File: config.mk
export PLATFORM = sky130hd
export DESIGN_NAME = serial_subtractor_flat
export DESIGN_NICKNAME = d
export VERILOG_FILES = /design/src/rtl/serial_subtractor_if.sv /design/src/rtl/serial_subtractor.sv /design/src/flat_wrapper.sv
export SDC_FILE = /design/constraint.sdc
export NUM_CORES = 1
export LEC_CHECK = 0
export ABC_AREA = 0
export CELL_PAD_IN_SITES_DETAIL_PLACEMENT = 0
export CELL_PAD_IN_SITES_GLOBAL_PLACEMENT = 1
export CORE_ASPECT_RATIO = 1.75
export CORE_MARGIN = 2
export CORE_UTILIZATION = 32
export CTS_CLUSTER_SIZE = 40
export DETAILED_ROUTE_END_ITERATION = 10
export GPL_ROUTABILITY_DRIVEN = 0
export PLACE_DENSITY_LB_ADDON = 0.1
export SYNTH_ARGS = -nofsm -noshare
export SYNTH_HDL_FRONTEND = slang
export SYNTH_SLANG_ARGS = --single-unit
File: constraint.sdc
create_clock -name clk -period 3 [get_ports clk]
set_input_delay 0.45 -clock clk [delete_from_list [all_inputs] [get_ports clk]]
set_output_delay 0.45 -clock clk [all_outputs]
set_load 0.02 [all_outputs]
File: src/rtl/serial_subtractor_if.sv
// serial_subtractor_if: start/busy/done handshake plus operand and result buses of the serial subtractor.
// Latency: none, signal bundle only.
// Backpressure: none; the requester sees busy and holds off, start during busy is dropped by the slave.
interface serial_subtractor_if #(
    parameter int WIDTH = 8
);
    logic             start;
    logic [WIDTH-1:0] a;
    logic [WIDTH-1:0] b;
    logic             bin;
    logic             busy;
    logic             done;
    logic [WIDTH-1:0] di;
    logic             bo;
    logic             ov;

    modport master (
        output start, a, b, bin,
        input  busy, done, di, bo, ov
    );

    modport slave (
        input  start, a, b, bin,
        output busy, done, di, bo, ov
    );
endinterface

File: src/rtl/serial_subtractor.sv
// serial_subtractor: di = a - b - bin over WIDTH bits, one bit per clock LSB first, one full-subtractor cell.
// Latency: WIDTH+1 cycles from accepted start to the one-cycle done pulse; one op per WIDTH+1 cycles.
// Backpressure: start honoured only in IDLE/DONE; start during RUN is dropped, never queued.
module serial_subtractor #(
    parameter int WIDTH = 8
) (
    input  logic               clk,
    input  logic               rst,
    serial_subtractor_if.slave bus
);
    localparam int            CW       = (WIDTH > 1) ? $clog2(WIDTH) : 1;
    localparam logic [CW-1:0] CNT_LAST = CW'(WIDTH - 1);

    localparam logic [1:0] S_IDLE = 2'd0;
    localparam logic [1:0] S_RUN  = 2'd1;
    localparam logic [1:0] S_DONE = 2'd2;

    logic [1:0]       state_q, state_d;
    logic [WIDTH-1:0] a_sr_q, a_sr_d;
    logic [WIDTH-1:0] b_sr_q, b_sr_d;
    logic             brw_q, brw_d;
    logic [CW-1:0]    cnt_q, cnt_d;
    logic [WIDTH-1:0] res_q, res_d;
    // Operand sign bits are kept aside because the shift registers lose them.
    logic             a_msb_q, a_msb_d;
    logic             b_msb_q, b_msb_d;
    logic [WIDTH-1:0] di_q, di_d;
    logic             bo_q, bo_d;
    logic             ov_q, ov_d;
    logic             busy_q, busy_d;
    logic             done_q, done_d;

    logic             x_bit, y_bit, d_bit, brw_nxt;
    logic [WIDTH-1:0] res_nxt;

    // Full-subtractor cell on the current operand LSBs; result enters from the MSB end
    always_comb begin
        x_bit   = a_sr_q[0];
        y_bit   = b_sr_q[0];
        d_bit   = x_bit ^ y_bit ^ brw_q;
        brw_nxt = (~x_bit & y_bit) | (~(x_bit ^ y_bit) & brw_q);
        res_nxt = {d_bit, res_q[WIDTH-1:1]};
    end

    // Next-state logic: accept in IDLE/DONE, shift one bit per cycle in RUN, publish on the last bit
    always_comb begin
        state_d = state_q;
        a_sr_d  = a_sr_q;
        b_sr_d  = b_sr_q;
        brw_d   = brw_q;
        cnt_d   = cnt_q;
        res_d   = res_q;
        a_msb_d = a_msb_q;
        b_msb_d = b_msb_q;
        di_d    = di_q;
        bo_d    = bo_q;
        ov_d    = ov_q;
        busy_d  = 1'b0;
        done_d  = 1'b0;
        case (state_q)
            S_RUN: begin
                a_sr_d = a_sr_q >> 1;
                b_sr_d = b_sr_q >> 1;
                brw_d  = brw_nxt;
                res_d  = res_nxt;
                cnt_d  = cnt_q + 1'b1;
                if (cnt_q == CNT_LAST) begin
                    di_d    = res_nxt;
                    bo_d    = brw_nxt;
                    ov_d    = (a_msb_q ^ b_msb_q) & (a_msb_q ^ res_nxt[WIDTH-1]);
                    state_d = S_DONE;
                    done_d  = 1'b1;
                end else begin
                    busy_d = 1'b1;
                end
            end
            default: begin
                if (bus.start) begin
                    a_sr_d  = bus.a;
                    b_sr_d  = bus.b;
                    brw_d   = bus.bin;
                    a_msb_d = bus.a[WIDTH-1];
                    b_msb_d = bus.b[WIDTH-1];
                    cnt_d   = '0;
                    state_d = S_RUN;
                    busy_d  = 1'b1;
                end else begin
                    state_d = S_IDLE;
                end
            end
        endcase
    end

    // State registers; reset wins over any start in the same cycle
    always_ff @(posedge clk) begin
        if (rst) begin
            state_q <= S_IDLE;
            a_sr_q  <= '0;
            b_sr_q  <= '0;
            brw_q   <= 1'b0;
            cnt_q   <= '0;
            res_q   <= '0;
            a_msb_q <= 1'b0;
            b_msb_q <= 1'b0;
            di_q    <= '0;
            bo_q    <= 1'b0;
            ov_q    <= 1'b0;
            busy_q  <= 1'b0;
            done_q  <= 1'b0;
        end else begin
            state_q <= state_d;
            a_sr_q  <= a_sr_d;
            b_sr_q  <= b_sr_d;
            brw_q   <= brw_d;
            cnt_q   <= cnt_d;
            res_q   <= res_d;
            a_msb_q <= a_msb_d;
            b_msb_q <= b_msb_d;
            di_q    <= di_d;
            bo_q    <= bo_d;
            ov_q    <= ov_d;
            busy_q  <= busy_d;
            done_q  <= done_d;
        end
    end

    assign bus.busy = busy_q;
    assign bus.done = done_q;
    assign bus.di   = di_q;
    assign bus.bo   = bo_q;
    assign bus.ov   = ov_q;
endmodule

File: src/flat_wrapper.sv
// flat-port wrapper written by rule: the top's interface ports become plain ports
module serial_subtractor_flat 
#(
    parameter int WIDTH = 8
)
  (clk, rst, bus_start, bus_a, bus_b, bus_bin, bus_busy, bus_done, bus_di, bus_bo, bus_ov);
  serial_subtractor_if #(.WIDTH(WIDTH)) bus_i ();
  input  logic clk;
  input  logic rst;
  input wire logic [$bits(bus_i.start)-1:0] bus_start;
  input wire logic [$bits(bus_i.a)-1:0] bus_a;
  input wire logic [$bits(bus_i.b)-1:0] bus_b;
  input wire logic [$bits(bus_i.bin)-1:0] bus_bin;
  output wire logic [$bits(bus_i.busy)-1:0] bus_busy;
  output wire logic [$bits(bus_i.done)-1:0] bus_done;
  output wire logic [$bits(bus_i.di)-1:0] bus_di;
  output wire logic [$bits(bus_i.bo)-1:0] bus_bo;
  output wire logic [$bits(bus_i.ov)-1:0] bus_ov;
  assign bus_i.start = bus_start;
  assign bus_i.a = bus_a;
  assign bus_i.b = bus_b;
  assign bus_i.bin = bus_bin;
  assign bus_busy = bus_i.busy;
  assign bus_done = bus_i.done;
  assign bus_di = bus_i.di;
  assign bus_bo = bus_i.bo;
  assign bus_ov = bus_i.ov;
  serial_subtractor #(.WIDTH(WIDTH)) u_core (.clk(clk), .rst(rst), .bus(bus_i));
endmodule
==> impl_metrics.yaml, run 1 <==
logic_synthesis:
  avgSynthCellArea_sq_um: 9.49
  yosysWarnings: 0
  synth_area_leaders: "dfxtp_1 48%, a211oi_2 10%, mux2i_1 8.8%"
  synthSimpleGateAreaFrac_pct: 16.0
  ys_ff_latch: 43
  async_reset_ff_share_pct: 0
  synth_top_family_by_area: "compound AO/OA/AOI/OAI gates"
  synth_top_area_share_pct: 47.5
  synth_most_common_cell: "dfxtp_1"
  syn_area_sq_um: 1810
  synth_adder_area_share_pct: 3.18
  yosys.area.top_type: "dfxtp_1"
  synth-main-ff-cell: "dfxtp_1"
  synth_compound_area_share_pct: 18.6
  synthXorXnorAreaFrac_pct: 0
  synth_edf_count: 0
  synth_mux_area_share_pct: 8.84
  yosysSeqAreaShare_pct: 47.5
  syn_nets: 215
  syn_inst: 191
  synth_common_cells: "43 x dfxtp_1, 35 x nand2_1, 20 x a21oi_1, 20 x nor2_1, 16 x mux2i_1"
  synth_cell_types: 23
global_routing:
  antenna_found_initial: 0
  grt_remaining_overflow: 0
  grtUsageMet1_pct: 12.8
  grt_pass1_wl_mm: 6.08
  grt_use_met2_pct: 23.0
  first_global_vias: 1400
  grt_use_met3_pct: 2.87
  grt_max_degree: 44
  grtUsageTotal_pct: 12.5
  busiest_layer: "met2"
sta:
  hold_viol_final: 0
  fin_worst_skew_ps: 4.39
  min_period_ps: 1890
  finalCritPeriodShare_pct: 63.2
  tns_ps: 0
  report.final.slew_viol_count: 0
  worst_slew_pin_slew_ps: 929
  setup_viol: 0
  max_slew_margin_pct: 38.1
  hold_ws_ps: 457
  grt_setup_unrepaired: "no"
  fmax_ghz: 0.528
  timing.final.ws_setup_ps: 1110
clocking:
  postCtsHoldBufs: 0
  h-tree-depth: 2
  clockBufferDepth: 2
  numCtsBuffers: 5
  cts_root_buf: "clkbuf_8"
  clock_sinks: 43
  post_cts_buffers: 0
  cts_resized: 0
  insertion_delay_ps: 290
  path_clk_slew_ps: 80
  tritoncts: "done"
detailed_routing:
  drc: 0
  drtIter0Drc: 17
  drtAntennaViolNets: 0
  drt_pass1_iterations: 4
  routed_wl_mm: 3.69
  wire_per_inst_um: 12.5
  vias: 1395
  vias_per_cell: 4.71
critical_path:
  path_max_fanout: 15
  regToRegStartpoint: "u_core.cnt_q[0]"
  path_class: "in2reg"
  startpoint: "bus_start"
  crit_path_end_kind: "flip-flop"
  reg2regPathDepth: 5
  required_ps: 3140
  crit_path_start_kind: "primary input"
  worstPathArrival_ps: 2040
layout:
  antennaDiodeCount: 0
  syn_to_final_growth_pct: 24.4
  utilization_pct: 40.7
  fin_nets: 243
  num-fill-cells: 613
  final_cells: 296
  design_area_sq_um: 2250
  drive_above_1_share_pct: 13.2
floorplanning:
  die_y_um: 104
  fp.dieArea_sq_um: 6300
  die-width_um: 60.9
  row_count: 36
  initial_core_util_pct: 32.7
  io_pins: 32
  core-area_sq_um: 5540
power:
  ir_drop_mv: 0.223
  power.leakage_nw: 0.838
  totalPowerFinal_mw: 1.15
  p_per_area_nw_per_um2: 509
placed_design:
  numPortBuffers: 31
  dp_slack_ps: 757
  hpwl_mm: 2.65
  post_dp_cell_area_sq_um: 2150
  post-place-cells: 288
hold_path:
  min_from: "u_core.res_q[1]"
  min_path_type: "reg2reg"
  min_path_cells: 2
run_status:
  status: "finished clean"
run:
  cap_violations: 0
## layout make-up
type / instances / area (sq um) / area share (%)
sequential: 43 / 861 / 38.2
multi-input combinational: 130 / 845 / 37.5
timing repair buffer: 36 / 343 / 15.2
clock buffer: 8 / 100 / 4.44
tap: 76 / 95.1 / 4.22
inverter: 3 / 11.3 / 0.499
## per-layer routing
metal | vias up | routed length (um)
li1 | 702 | -
met1 | 662 | 1440
met2 | 26 | 2040
met3 | 5 | 148
met4 | 0 | 59
met5 | - | 0
## cell usage in the layout (no fill, tap or decap), types with 3 or more instances in the layout
cell type	Yosys	routed
nand2_1	35	35
mux2i_1	16	16
a21oi_1	20	20
clkdlybuf4s50_1	0	30
inv_1	3	3
nand3_1	5	5
a211oi_2	15	15
nor3_1	3	3
ha_1	3	3
buf_4	7	5
clkbuf_8	0	7
dfxtp_1	43	43
nor2_1	20	20
## state kept, by name, indices dropped and copies added (netlist names)
register	cells
u_core.bus.di	8
u_core.bus.ov	1
u_core.brw_q	1
u_core.bus.busy	1
u_core.bus.done	1
u_core.b_msb_q	1
u_core.bus.bo	1
u_core.res_q	7
u_core.state_q	2
u_core.cnt_q	3
u_core.b_sr_q	8
u_core.a_sr_q	8
u_core.a_msb_q	1
## critical path, cell delays in order
cell and delay, ps:
clkdlybuf4s50_1 980, buf_4 270, mux2i_1 240, a211oi_2 90
## path summary, 6_finish.rpt
path,endpoint,slack [ps]
max,u_core.b_sr_q[6],1110
min,u_core.bus.di[0],460
max reg2reg,u_core.bus.ov,1390
min reg2reg,u_core.bus.di[0],460
## report_power, final
group | total, mW | internal, mW | switching, mW
Clock | 0.397 | 0.210 | 0.187
Combinational | 0.142 | 0.0684 | 0.0741
Sequential | 0.609 | 0.596 | 0.0129
Total | 1.15 | 0.875 | 0.274
## cell families (layout without fill, tap and decap cells)
logic type / after synthesis / count (layout)
flops: 43 / 43
compound gates: 41 / 41
mux: 16 / 16
fa+ha+maj: 4 / 4
buf+inv: 18 / 47
simple gates: 69 / 69
No activity file was read; power rests on OpenSTA's default activity.
==> run 2: changes to the inputs <==
==> constraint.sdc (replaced) <==
create_clock -name clk -period 1.8 [get_ports clk]
set_input_delay 0.27 -clock clk [delete_from_list [all_inputs] [get_ports clk]]
set_output_delay 0.27 -clock clk [all_outputs]
set_load 0.02 [all_outputs]
==> run 2 against run 1 <==
  * Total power increased by 61%
  * Clock-buffer cell count decreased by 1
  * Register-to-register slack got worse by 1100 ps
  * Critical path type is now reg2out
  * Combinational power increased by 74%
==> impl_metrics.yaml, run 2 (synthesized netlist as in run 1, its figures left out) <==
run_status:
  status: "finished clean"
sta:
  worst_slew_pin_slew_ps: 367
  tns_ps: 0
  fmax_ghz: 0.663
  finalCritPeriodShare_pct: 83.8
  min_period_ps: 1510
  report.final.slew_viol_count: 0
  grt_setup_unrepaired: "no"
  hold_viol_final: 0
  setup_viol: 0
  max_slew_margin_pct: 75.4
  fin_worst_skew_ps: 8.50
detailed_routing:
  drt-met1-wl_mm: 1.51
  drtAntennaViolNets: 0
  drc: 0
  drt_pass1_iterations: 4
  vias: 1394
  routed_wl_mm: 3.77
  dr_wl_met2_mm: 2.08
  vias_per_cell: 4.71
  drtIter0Drc: 35
  wire_per_inst_um: 12.7
  top_layer: "met4"
  wl_met3_um: 135
layout:
  mostFrequentLayoutCells: "43 x dfxtp_1, 35 x nand2_1, 30 x clkdlybuf4s50_1, 20 x a21oi_1, 20 x nor2_1"
  drive_above_1_share_pct: 13.2
  final_cells: 296
  syn_to_final_growth_pct: 25.6
  layout_commonest_cell: "dfxtp_1"
  antennaDiodeCount: 0
  fin_nets: 243
run:
  cap_violations: 0
global_routing:
  grtUsageTotal_pct: 13.0
  first_global_vias: 1435
  antenna_found_initial: 0
  grt_max_degree: 44
  grt_remaining_overflow: 0
  grt_pass1_wl_mm: 6.29
power:
  ir_drop_mv: 0.462
  p_per_area_nw_per_um2: 811
  power.leakage_nw: 0.842
  totalPowerFinal_mw: 1.84
clocking:
  path_clk_slew_ps: 70
  numCtsBuffers: 5
  cts_resized: 0
  post_cts_buffers: 0
  cts_root_buf: "clkbuf_8"
  postCtsHoldBufs: 0
  h-tree-depth: 2
  tritoncts: "done"
  clockBufferDepth: 2
  clock_sinks: 43
  insertion_delay_ps: 290
placed_design:
  post-place-cells: 288
  numPortBuffers: 31
  hpwl_mm: 2.62
floorplanning:
  row_count: 36
  core-area_sq_um: 5540
  die_y_um: 104
  die-width_um: 60.9
  initial_core_util_pct: 32.7
  fp.dieArea_sq_um: 6300
  io_pins: 32
critical_path:
  path_cells: "clkdlybuf4s50_1"
  critPathBufInv: 1
  crit_path_end_kind: "output pin"
  path_max_fanout: 2
  cp_slowest_stage_delay_ps: 610
  crit_path_top_delay_cell: "clkdlybuf4s50_1"
  required_ps: 1530
  path_class: "reg2out"
  reg2regPathDepth: 4
  crit_path_start_kind: "flip-flop"
  crit_family: "buffers and inverters"
  crit_cells: 1
  worstPathArrival_ps: 1240
hold_path:
  min_path_cells: 3
  min_path_type: "in2reg"
==> run 2: stage by stage <==
step           utilization [%]  setup WS [ps]  hold WS (ps)  area (sq um)
4_1_cts                   41.0            166           420          2270
5_1_grt                   41.1            188           443          2270
3_5_place_dp              39.6            185           448          2190
3_3_place_gp              39.6            196           446          2190
2_1_floorplan                -            446           418          1810
6_report                  41.1            292           419          2270
==> run 2: report_power, final <==
group / total, mW / switching, mW / internal (mW)
Clock: 0.581 / 0.309 / 0.272
Combinational: 0.247 / 0.125 / 0.122
Sequential: 1.02 / 0.0227 / 0.994
Total: 1.84 / 0.456 / 1.39
==> run 2: worst paths after layout <==
kind | start | endpoint | slack, ps
worst max-delay path | u_core.bus.ov | bus_ov | 290
worst min-delay path | rst | u_core.a_sr_q[3] | 420
worst max register to register | u_core.b_sr_q[0] | u_core.bus.ov | 330
worst min register to register | u_core.res_q[1] | u_core.res_q[1] | 460
==> run 2: area by class of cell <==
class	instances	area, sq um
clock buffer	7	76.3
clock inverter	1	5.00
tap	76	95.1
sequential	43	861
fill	578	3270
timing repair buffer	36	380
inverter	3	11.3
multi-input combinational	130	846
==> run 2: layer usage <==
metal / vias to the layer above / track usage [%]
li1: 704 / -
met1: 659 / 13.8
met2: 27 / 23.7
met3: 4 / 2.87
met4: 0 / 4.66
met5: - / 0
==> run 3: changes to the inputs <==
==> constraint.sdc (replaced) <==
create_clock -name clk -period 1.4 [get_ports clk]
set_input_delay 0.21 -clock clk [delete_from_list [all_inputs] [get_ports clk]]
set_output_delay 0.21 -clock clk [all_outputs]
set_load 0.02 [all_outputs]
==> run 3 against run 2 <==
  * The run now ends with negative setup slack left
  * Design area up 6.6%
  * Final cell count is 2.4% higher
  * Sequential share of layout area fell by 2.1 points
  * Sequential cell count stayed put
  * Worst hold slack worse by 160 ps
  * Combinational power is 40% higher
  * Sequential power increased by 28%
  * Routed wire length up 4.5%
  * Critical path depth increased by 4
  * Largest power group unchanged
==> impl_metrics.yaml, run 3 (synthesized netlist as in run 1, its figures left out) <==
critical_path:
  reg2regPathDepth: 5
  crit_path_start_kind: "flip-flop"
  crit_path_end_kind: "flip-flop"
  path_class: "reg2reg"
  required_ps: 1610
  path_max_fanout: 6
  worstPathArrival_ps: 1630
power:
  p_per_area_nw_per_um2: 1010
  totalPowerFinal_mw: 2.44
  ir_drop_mv: 0.687
  power.leakage_nw: 0.960
sta:
  fmax_ghz: 0.705
  min_period_ps: 1420
  fin_worst_skew_ps: 7.24
  max_slew_margin_pct: 81.4
  worst_slew_pin_slew_ps: 279
  grt_setup_unrepaired: "yes"
  timing.final.ws_setup_ps: -18.7
  hold_viol_final: 0
  tns_ps: -18.7
  finalCritPeriodShare_pct: 101
  report.final.slew_viol_count: 0
  setup_viol: 1
floorplanning:
  core-area_sq_um: 5540
  die-width_um: 60.9
  initial_core_util_pct: 32.7
  io_pins: 32
  fp.dieArea_sq_um: 6300
  die_y_um: 104
  row_count: 36
global_routing:
  grtUsageTotal_pct: 13.1
  antenna_found_initial: 0
  grt_pass1_wl_mm: 6.33
  first_global_vias: 1483
  grt_max_degree: 35
  grt_remaining_overflow: 0
detailed_routing:
  drt_pass1_iterations: 4
  vias: 1440
  routed_wl_mm: 3.94
  drtIter0Drc: 16
  drc: 0
  vias_per_cell: 4.75
  drtAntennaViolNets: 0
  wire_per_inst_um: 13.0
clocking:
  insertion_delay_ps: 290
  path_clk_slew_ps: 80
  cts_root_buf: "clkbuf_8"
  clockBufferDepth: 2
  clock_sinks: 43
  postCtsHoldBufs: 0
  tritoncts: "done"
  h-tree-depth: 2
  numCtsBuffers: 5
layout:
  mostFrequentLayoutCells: "39 x dfxtp_1, 34 x nand2_1, 20 x nor2_1, 18 x clkdlybuf4s50_1, 17 x a21oi_1"
  layout_commonest_cell: "dfxtp_1"
  syn_to_final_growth_pct: 33.8
  antennaDiodeCount: 0
  drive_above_1_share_pct: 22.0
  fin_nets: 251
hold_path:
  min_path_cells: 2
  min_path_type: "in2reg"
run:
  cap_violations: 0
run_status:
  status: "finished, violations left"
  violations: "negative setup slack"
placed_design:
  numPortBuffers: 31
  hpwl_mm: 2.67
-- run 3: area by class of cell --
| class | instances | area (sq um) |
|---|---|---|
| well taps | 76 | 95.1 |
| flip-flops and latches | 43 | 866 |
| repair buffers | 44 | 480 |
| clock inverters | 1 | 5.00 |
| inverters | 3 | 11.3 |
| multi-input cells | 130 | 885 |
| fillers | 564 | 3120 |
| clock buffers | 6 | 82.6 |
-- run 3: where the power goes --
part	leakage [nW]	switching, mW	internal [mW]
registers	0.353	0.0319	1.28
clock network	0.0470	0.399	0.387
logic	0.560	0.169	0.177
-- run 3: through the flow --
stage / hold WS, ps / cells / util (%) / area [sq um] / worst slack (ps)
floorplan: 358 / 191 / - / 1810 / 45.7
global placement: 447 / 292 / 40.8 / 2260 / -9.93
detailed placement: 450 / 292 / 40.8 / 2260 / -39.1
CTS: 263 / 300 / 42.3 / 2340 / -6.53
global route: 283 / 303 / 43.8 / 2420 / -64.6
finish: 262 / 303 / 43.8 / 2420 / -18.7
-- run 3: metal layers --
layer / track usage (%) / vias to the layer above / wire, um
met4: 5.59 / 0 / 81
met2: 23.8 / 28 / 2140
met1: 13.6 / 686 / 1570
met3: 2.75 / 6 / 150
met5: 0 / - / 0
li1: - / 720 / -
-- run 3: path summary, 6_finish.rpt --
check	startpoint	end	slack [ps]
hold / removal	rst	u_core.state_q[1]	260
setup / recovery	u_core.cnt_q[1]	u_core.bus.ov	-20
setup reg to reg	u_core.cnt_q[1]	u_core.bus.ov	-20
hold reg to reg	u_core.bus.di[5]	u_core.bus.di[5]	450
-- run 3: worst max-delay path, cell delays in order, from the launching register on --
cell	delay, ps
dfxtp_2	340
ha_4	170
ha_4	150
and3b_2	270
buf_4	160
a311oi_2	240
-- run 3: repair_timing --
action / in CTS / in global routing
endpoints found under the setup margin: 23 / 11
resized for setup: 16 / 11
cloned: 0 / 1
buffers inserted: 1 / 2
pin swaps: 4 / 5
